`config.mk`:
```
export PLATFORM = sky130hd
export DESIGN_NAME = uart_tx
export DESIGN_NICKNAME = d
export VERILOG_FILES = /design/src/rtl/uart_tx.sv
export SDC_FILE = /design/constraint.sdc
export NUM_CORES = 1
export LEC_CHECK = 0
export ABC_AREA = 1
export CAP_MARGIN = 40
export CORE_ASPECT_RATIO = 1.1
export CORE_MARGIN = 10
export CORE_UTILIZATION = 55
export CTS_CLUSTER_SIZE = 24
export DETAILED_ROUTE_END_ITERATION = 10
export GPL_ROUTABILITY_DRIVEN = 0
export PLACE_DENSITY = 0.88
export RECOVER_POWER = 50
export SLEW_MARGIN = 10
export SYNTH_ARGS = -nofsm -noshare
export SYNTH_HDL_FRONTEND = slang
export SYNTH_SLANG_ARGS = --single-unit
```
`constraint.sdc`:
```
create_clock -name clk -period 2.2 [get_ports clk]
set_clock_uncertainty 0.15 [all_clocks]
set_input_delay 0.44 -clock clk [delete_from_list [all_inputs] [get_ports clk]]
set_output_delay 0.44 -clock clk [all_outputs]
set_load 0.02 [all_outputs]
```
`src/rtl/uart_tx.sv`:
```
// UART transmit serializer: pops bytes from the TX FIFO and shifts them out LSB first.
// Optional even-parity bit between data and stop when UART_TX_PARITY_EN is defined.
module uart_tx #(
    parameter int DIV_WIDTH = 16
) (
    input  logic                 clk,
    input  logic                 rst_n,
    input  logic                 tx_en,
    input  logic [DIV_WIDTH-1:0] baud_div,
    input  logic                 fifo_empty,
    output logic                 fifo_rd,
    input  logic [7:0]           fifo_rddata,
    output logic                 txd,
    output logic                 busy,
    output logic                 tx_done
);

    localparam logic [DIV_WIDTH-1:0] CNT_ZERO = {DIV_WIDTH{1'b0}};
    localparam logic [DIV_WIDTH-1:0] CNT_ONE  = {{(DIV_WIDTH-1){1'b0}}, 1'b1};

    typedef enum logic [2:0] {
        ST_IDLE   = 3'd0,
        ST_LOAD   = 3'd1,
        ST_START  = 3'd2,
        ST_DATA   = 3'd3,
`ifdef UART_TX_PARITY_EN
        ST_PARITY = 3'd4,
`endif
        ST_STOP   = 3'd5
    } state_t;

`ifdef UART_TX_PARITY_EN
    function automatic logic even_parity(input logic [7:0] d);
        return ^d;
    endfunction
`endif

    state_t                 state_r;
    logic [DIV_WIDTH-1:0]   div_r;
    logic [DIV_WIDTH-1:0]   bit_cnt_r;
    logic [2:0]             bit_idx_r;
    logic [7:0]             shift_r;
`ifdef UART_TX_PARITY_EN
    logic                   par_r;
`endif
    logic                   txd_r;
    logic                   busy_r;
    logic                   tx_done_r;

    logic                   bit_end_s;
    logic                   done_next_s;
    logic                   pop_ok_s;
    logic                   fifo_rd_s;

    // Bit-timing decode and the FIFO pop strobe (IDLE or last STOP clock only)
    always_comb begin
        bit_end_s   = (bit_cnt_r == div_r);
        done_next_s = ((bit_cnt_r + CNT_ONE) == div_r);
        pop_ok_s    = tx_en & ~fifo_empty;
        fifo_rd_s   = pop_ok_s & ((state_r == ST_IDLE) | ((state_r == ST_STOP) & bit_end_s));
    end

    // Frame FSM; txd and tx_done are set one clock ahead so they are registered
    always_ff @(posedge clk or negedge rst_n) begin
        if (!rst_n) begin
            state_r   <= ST_IDLE;
            div_r     <= CNT_ZERO;
            bit_cnt_r <= CNT_ZERO;
            bit_idx_r <= 3'd0;
            shift_r   <= 8'h00;
`ifdef UART_TX_PARITY_EN
            par_r     <= 1'b0;
`endif
            txd_r     <= 1'b1;
            busy_r    <= 1'b0;
            tx_done_r <= 1'b0;
        end else begin
            case (state_r)
                ST_IDLE: begin
                    txd_r     <= 1'b1;
                    tx_done_r <= 1'b0;
                    if (pop_ok_s) begin
                        state_r <= ST_LOAD;
                        busy_r  <= 1'b1;
                    end else begin
                        busy_r  <= 1'b0;
                    end
                end
                ST_LOAD: begin
                    shift_r   <= fifo_rddata;
                    div_r     <= baud_div;
`ifdef UART_TX_PARITY_EN
                    par_r     <= even_parity(fifo_rddata);
`endif
                    bit_cnt_r <= CNT_ZERO;
                    bit_idx_r <= 3'd0;
                    txd_r     <= 1'b0;
                    busy_r    <= 1'b1;
                    tx_done_r <= 1'b0;
                    state_r   <= ST_START;
                end
                ST_START: begin
                    if (bit_end_s) begin
                        bit_cnt_r <= CNT_ZERO;
                        txd_r     <= shift_r[0];
                        state_r   <= ST_DATA;
                    end else begin
                        bit_cnt_r <= bit_cnt_r + CNT_ONE;
                    end
                end
                ST_DATA: begin
                    if (bit_end_s) begin
                        bit_cnt_r <= CNT_ZERO;
                        shift_r   <= {1'b0, shift_r[7:1]};
                        if (bit_idx_r == 3'd7) begin
`ifdef UART_TX_PARITY_EN
                            txd_r     <= par_r;
                            state_r   <= ST_PARITY;
`else
                            txd_r     <= 1'b1;
                            tx_done_r <= (div_r == CNT_ZERO);
                            state_r   <= ST_STOP;
`endif
                        end else begin
                            bit_idx_r <= bit_idx_r + 3'd1;
                            txd_r     <= shift_r[1];
                        end
                    end else begin
                        bit_cnt_r <= bit_cnt_r + CNT_ONE;
                    end
                end
`ifdef UART_TX_PARITY_EN
                ST_PARITY: begin
                    if (bit_end_s) begin
                        bit_cnt_r <= CNT_ZERO;
                        txd_r     <= 1'b1;
                        tx_done_r <= (div_r == CNT_ZERO);
                        state_r   <= ST_STOP;
                    end else begin
                        bit_cnt_r <= bit_cnt_r + CNT_ONE;
                    end
                end
`endif
                ST_STOP: begin
                    txd_r <= 1'b1;
                    if (bit_end_s) begin
                        bit_cnt_r <= CNT_ZERO;
                        tx_done_r <= 1'b0;
                        if (pop_ok_s) begin
                            state_r <= ST_LOAD;
                            busy_r  <= 1'b1;
                        end else begin
                            state_r <= ST_IDLE;
                            busy_r  <= 1'b0;
                        end
                    end else begin
                        bit_cnt_r <= bit_cnt_r + CNT_ONE;
                        tx_done_r <= done_next_s;
                    end
                end
                default: begin
                    state_r   <= ST_IDLE;
                    txd_r     <= 1'b1;
                    busy_r    <= 1'b0;
                    tx_done_r <= 1'b0;
                end
            endcase
        end
    end

    assign fifo_rd = fifo_rd_s;
    assign txd     = txd_r;
    assign busy    = busy_r;
    assign tx_done = tx_done_r;

endmodule

```
Yosys cells after proc, flatten, opt, wreduce, memory -nomap -nowiden

Index checks and enable logic that the tools add are counted.

Flip-flop bits (word level): 49
Latch bits: 0
Bits in writable memories: 0
Memory bits (read-only): 0
Input port bits: 28
Output and inout bits: 4
Word-level logic and storage cells: 67
Memories: 0

Add/sub/neg operators: 2
Multiply operators: 0
Divide/modulo/power cells: 0
Magnitude comparators: 0
Equal/unequal tests: 13
Shifts and indexed selects: 0
Multiplexer cells: 25
Bitwise logic cells: 7
Reduce and logical (&&, ||, !) cells: 12

Operators by type and width:

| cell                    | count |
|---|---|
| $eq A16 B16 Y1          | 2 |
| $pmux W16 S2            | 1 |
| $mux W3                 | 7 |
| $add A16 B1 Y16 const B | 1 |
| $logic_not A16 Y1       | 1 |
| $mux W16                | 1 |
| $pmux W8 S2             | 1 |
| $pmux W3 S5             | 1 |
| $ne A2 B2 Y1 const B    | 6 |
| $mux W1                 | 9 |
| $mux W8                 | 1 |
| $eq A3 B2 Y1 const B    | 2 |
| $eq A3 B3 Y1 const B    | 2 |
| $pmux W1 S3             | 2 |
| $pmux W3 S2             | 1 |
| $reduce_and A2 Y1       | 3 |
| $reduce_and A3 Y1       | 2 |
| $reduce_and A5 Y1       | 1 |
| $pmux W1 S4             | 1 |
| $reduce_bool A2 Y1      | 2 |
| $add A3 B1 Y3 const B   | 1 |
| $and A1 B1 Y1           | 3 |
| $eq A3 B1 Y1 const B    | 1 |
| $logic_not A3 Y1        | 1 |
| 4 further kinds         | 6 |

Logic depth before layout (Yosys ltp)

Gate-level depths: netlist of run 1.

Depth after elaboration: 5
Mapped depth: 15
Depth with buffers taken out: 15

Least setup slack after synthesis of run 1

OpenSTA, ideal clock, no wires.

Path type: reg-to-output
From: reg bit_cnt_r[3]
To: out fifo_rd
Data arrival time: 1.284 ns
Required time: 1.610 ns
Slack: 0.326 ns
Cell stages (with the launch flop): 10
Buffers on the path: 0
Cells stage by stage: dfrtp_1 -> nand2_1 -> nand2_2 -> nor2_2 -> nand2_1 -> nor2_2 -> nand2_2 -> inv_1 -> nand2_1 -> o21ai_0

Word-level cells in the longest chain between the ends: 4

RTL lines:

| item                   | line | RTL |
|---|---|---|
| from (decl)            | 40   | `logic [DIV_WIDTH-1:0] bit_cnt_r;` |
| from (signal assigned) | 108  | `bit_cnt_r <= bit_cnt_r + CNT_ONE;` |
| from (signal assigned) | 129  | `bit_cnt_r <= bit_cnt_r + CNT_ONE;` |
| from (signal assigned) | 157  | `bit_cnt_r <= bit_cnt_r + CNT_ONE;` |
| $eq A16 B16 Y1         | 57   | `bit_end_s = (bit_cnt_r == div_r);` |
| $and A1 B1 Y1          | 60   | `fifo_rd_s = pop_ok_s & ((state_r == ST_IDLE) \| ((state_r == ST_STOP) & bit_end_s));` |
| $or A1 B1 Y1           | 60   |  |
| $and A1 B1 Y1          | 60   |  |
| to (decl)              | 11   | `output logic fifo_rd,` |

Every way passes these cells.

Final worst setup path of run 1

From: reg bit_cnt_r[15]
To: out fifo_rd

The elaborated chain is that of the path after synthesis.

==> results of run 1 <==
==> kinds of logic (layout without fill, tap and decap cells) <==
group	Yosys count	count (layout)
and+or+nand+nor	242	242
adders and majority gates	3	3
buffers and inverters	69	175
DFF	49	49
xor gates and xnor gates	10	10
AOI/OAI and AO/OA	61	61
==> what timing repair did <==
| action | in CTS | in global routing |
|---|---|---|
| pin swaps | 1 | 5 |
| resized for setup | 8 | 22 |
| hold buffers | 1 | 0 |
| setup endpoints to repair | 1 | 10 |
| cloned | 0 | 0 |
| endpoints found under the hold margin | 18 | 0 |
| setup buffers | 2 | 1 |
==> worst paths after layout <==
check,to,start,cells past startpoint
worst max-delay path,fifo_rd,bit_cnt_r[15]$_DFFE_PN0P_,10
worst min-delay path,bit_idx_r[1]$_DFFE_PN0P_,bit_idx_r[1]$_DFFE_PN0P_,2
worst max register to register,bit_cnt_r[9]$_DFFE_PN0P_,bit_cnt_r[15]$_DFFE_PN0P_,11
worst min register to register,bit_idx_r[1]$_DFFE_PN0P_,bit_idx_r[1]$_DFFE_PN0P_,2
max in group asynchronous,txd$_DFFE_PN1P_,rst_n,3
min in group asynchronous,div_r[7]$_DFFE_PN0P_,rst_n,2
==> worst min-delay path, delay by kind of cell, from the launching register on <==
family           cells  cell delay, ps
and+or+nand+nor      2             100
DFF                  1             360
==> registers in the layout, summed over array words and instances, names as in the netlist <==
signal and flops:
bit_idx_r 3, shift_r 8, state_r 3, txd 1
bit_cnt_r 16, tx_done 1, busy 1, div_r 16
==> cell type report <==
type,instances,area (um^2),share of cell area (%)
Clock buffer,5,68.8,1.68
Clock inverter,3,26.3,0.642
Inverter,62,233,5.68
Multi-Input combinational cell,316,1590,38.8
Sequential cell,49,1230,30.0
Tap cell,75,93.8,2.29
Timing Repair Buffer,105,857,20.9
==> cells in the mapped netlist, drive strengths merged <==
library cell,n,area share [%]
o21ai,32,5.7
inv,61,7.6
nand4,5,1.0
clkbuf,4,0.50
nand3,18,3.2
clkinv,1,0.12
nor3,2,0.33
a31oi,8,1.7
o22ai,16,3.3
dfrtp,48,40
ha,3,1.2
nor2,52,8.1
xnor3,1,0.75
a41oi,1,0.29
buf,3,0.79
nand2,163,21
xor2,9,2.6
a21oi,4,0.66
nor4,2,0.42
dfstp,1,0.87
==> power breakdown <==
part | internal (mW) | switching (mW) | total, mW
Sequential | 1.20 | 0.197 | 1.40
Combinational | 1.15 | 1.56 | 2.71
Clock | 0.233 | 0.345 | 0.577
Total | 2.58 | 2.10 | 4.69
==> through the flow <==
step	TNS (ps)	area (um^2)
6_report	-41.8	4090
2_1_floorplan	0	3010
5_1_grt	-3320	4090
3_5_place_dp	-432	3910
3_3_place_gp	-362	3910
4_1_cts	-73.1	4030
==> metal layers <==
metal / GRT usage (%) / share of wire, % / vias up
met1: 21.7 / 41 / 1487
met2: 34.2 / 51 / 125
met5: 0 / 0 / -
li1: - / - / 1588
met4: 6.86 / 2.3 / 0
met3: 3.79 / 5.3 / 29
==> results.py, run 1 <==
metrics = {
    "detailed_routing": {
        "ant_nets": 0,
        "via_count": 3229,
        "drc": 0,
        "first_pass_iters": 5,
        "routed_via_density": 5.25,
        "drt-initial-drc-count": 261,
        "wl_per_cell_um": 13.7,
        "drt-total-wl_um": 8420,
    },
    "worst_setup_path": {
        "cp-end-kind": "output pin",
        "cp_slowest_cell": "dfrtp_1",
        "cpLargestDelayFamily": "simple AND/OR/NAND/NOR gates",
        "crit_top_cell": "nand2_1",
        "critPathRequiredTime_ps": 1610,
        "regToRegSetupSlack_ps": 130,
        "crit_path_max_incr_delay_ps": 420,
        "path_max_fanout": 3,
        "cp_cell_sequence": "nand2_1, nand2_2, nor2_1, nand2_1, nor2_2, nand2_2, inv_2, nand2_1, o21ai_1, buf_4",
        "cp-start-kind": "flop",
        "path_buf_inv": 2,
        "criticalPathCategory": "reg -> out",
        "arrival_ps": 1650,
    },
    "logic_synthesis": {
        "synth_top_family_by_area": "simple AND/OR/NAND/NOR gates",
        "netlist_instances": 434,
        "synth_seq_cells": 49,
        "synth_adder_area_share_pct": 1.25,
        "synth-simple-area-share_pct": 34.0,
        "synth_compound_area_share_pct": 11.6,
        "ys_types": 29,
        "syn_nets": 465,
        "yosys_warnings": 0,
        "synth.area.mux_share_pct": 0,
        "ys_seq_area_share_pct": 40.8,
        "netlist_area_um2": 3010,
        "syn_avg_cell_area_um2": 6.94,
        "synth_xor_xnor_area_share_pct": 3.37,
    },
    "floorplan": {
        "coreArea_um2": 5360,
        "die_h_um": 97.6,
        "io_pins": 32,
        "initial_utilization_pct": 56.2,
        "die_x_um": 90.6,
        "num_rows": 28,
        "fp.dieArea_um2": 8840,
    },
    "finish": {
        "fill_cells": 393,
        "area_delta_synth_final_pct": 35.9,
        "drive_gt1_share_pct": 26.9,
        "diodes": 0,
        "final_common_cell": "nand2_1",
        "fin_cells": 615,
        "final_nets": 570,
        "layout_common_cells": "nand2_1, buf_4, dfrtp_1, inv_1, nor2_1",
        "post-route-util_pct": 76.4,
    },
    "power_and_ir_drop": {
        "vdd_ir_drop_max_uv": 768,
        "p_per_area_nw_per_um2": 1150,
        "leakagePower_nw": 1.99,
        "total_power_mw": 4.69,
    },
    "sta": {
        "setup_viol": 1,
        "hold_viol": 0,
        "worst_pin_slew_ps": 1050,
        "maxSlewViolCount": 0,
        "period_needed_ps": 2240,
        "maxSlewHeadroom_pct": 30.3,
        "fmax_mhz": 446,
        "fin_ws_ps": -41.8,
        "holdWs_ps": 338,
        "rsz0062_at_grt": "yes",
        "post-route-period-util_pct": 102,
    },
    "clock_tree": {
        "cts_tree": "yes",
        "clkTransAtPathRegs_ps": 100,
        "h-tree-depth": 2,
        "insertion_delay_ps": 320,
        "cts_root_buf": "clkbuf_8",
        "clockBufferDepth": 2,
        "numCtsBuffers": 5,
        "clock-sinks": 49,
    },
    "grt": {
        "antenna_found_initial": 0,
        "grt_pass1_vias": 3297,
        "grt_pass1_wl_um": 14400,
        "grt.total_usage_pct": 19.1,
        "grt_max_degree": 32,
        "grt_overflow": 0,
    },
    "place": {
        "place_inst": 603,
        "place_ws_ps": -432,
        "hpwl_um": 6190,
        "io_buffer_count": 31,
    },
    "outcome": {
        "outcome": "finished with violations",
        "failed_checks": "setup timing",
    },
    "run": {
        "cap_violations": 0,
    },
    "worst_hold_path": {
        "hp-class": "reg -> reg",
    },
}
No activity file was read; power rests on OpenSTA's default activity.
==> run 2: changes to the inputs <==
Settings changed: HOLD_SLACK_MARGIN set to 0.02.
==> results of run 2 <==
The final DEF is identical to that of run 1; final timing and power are the same.
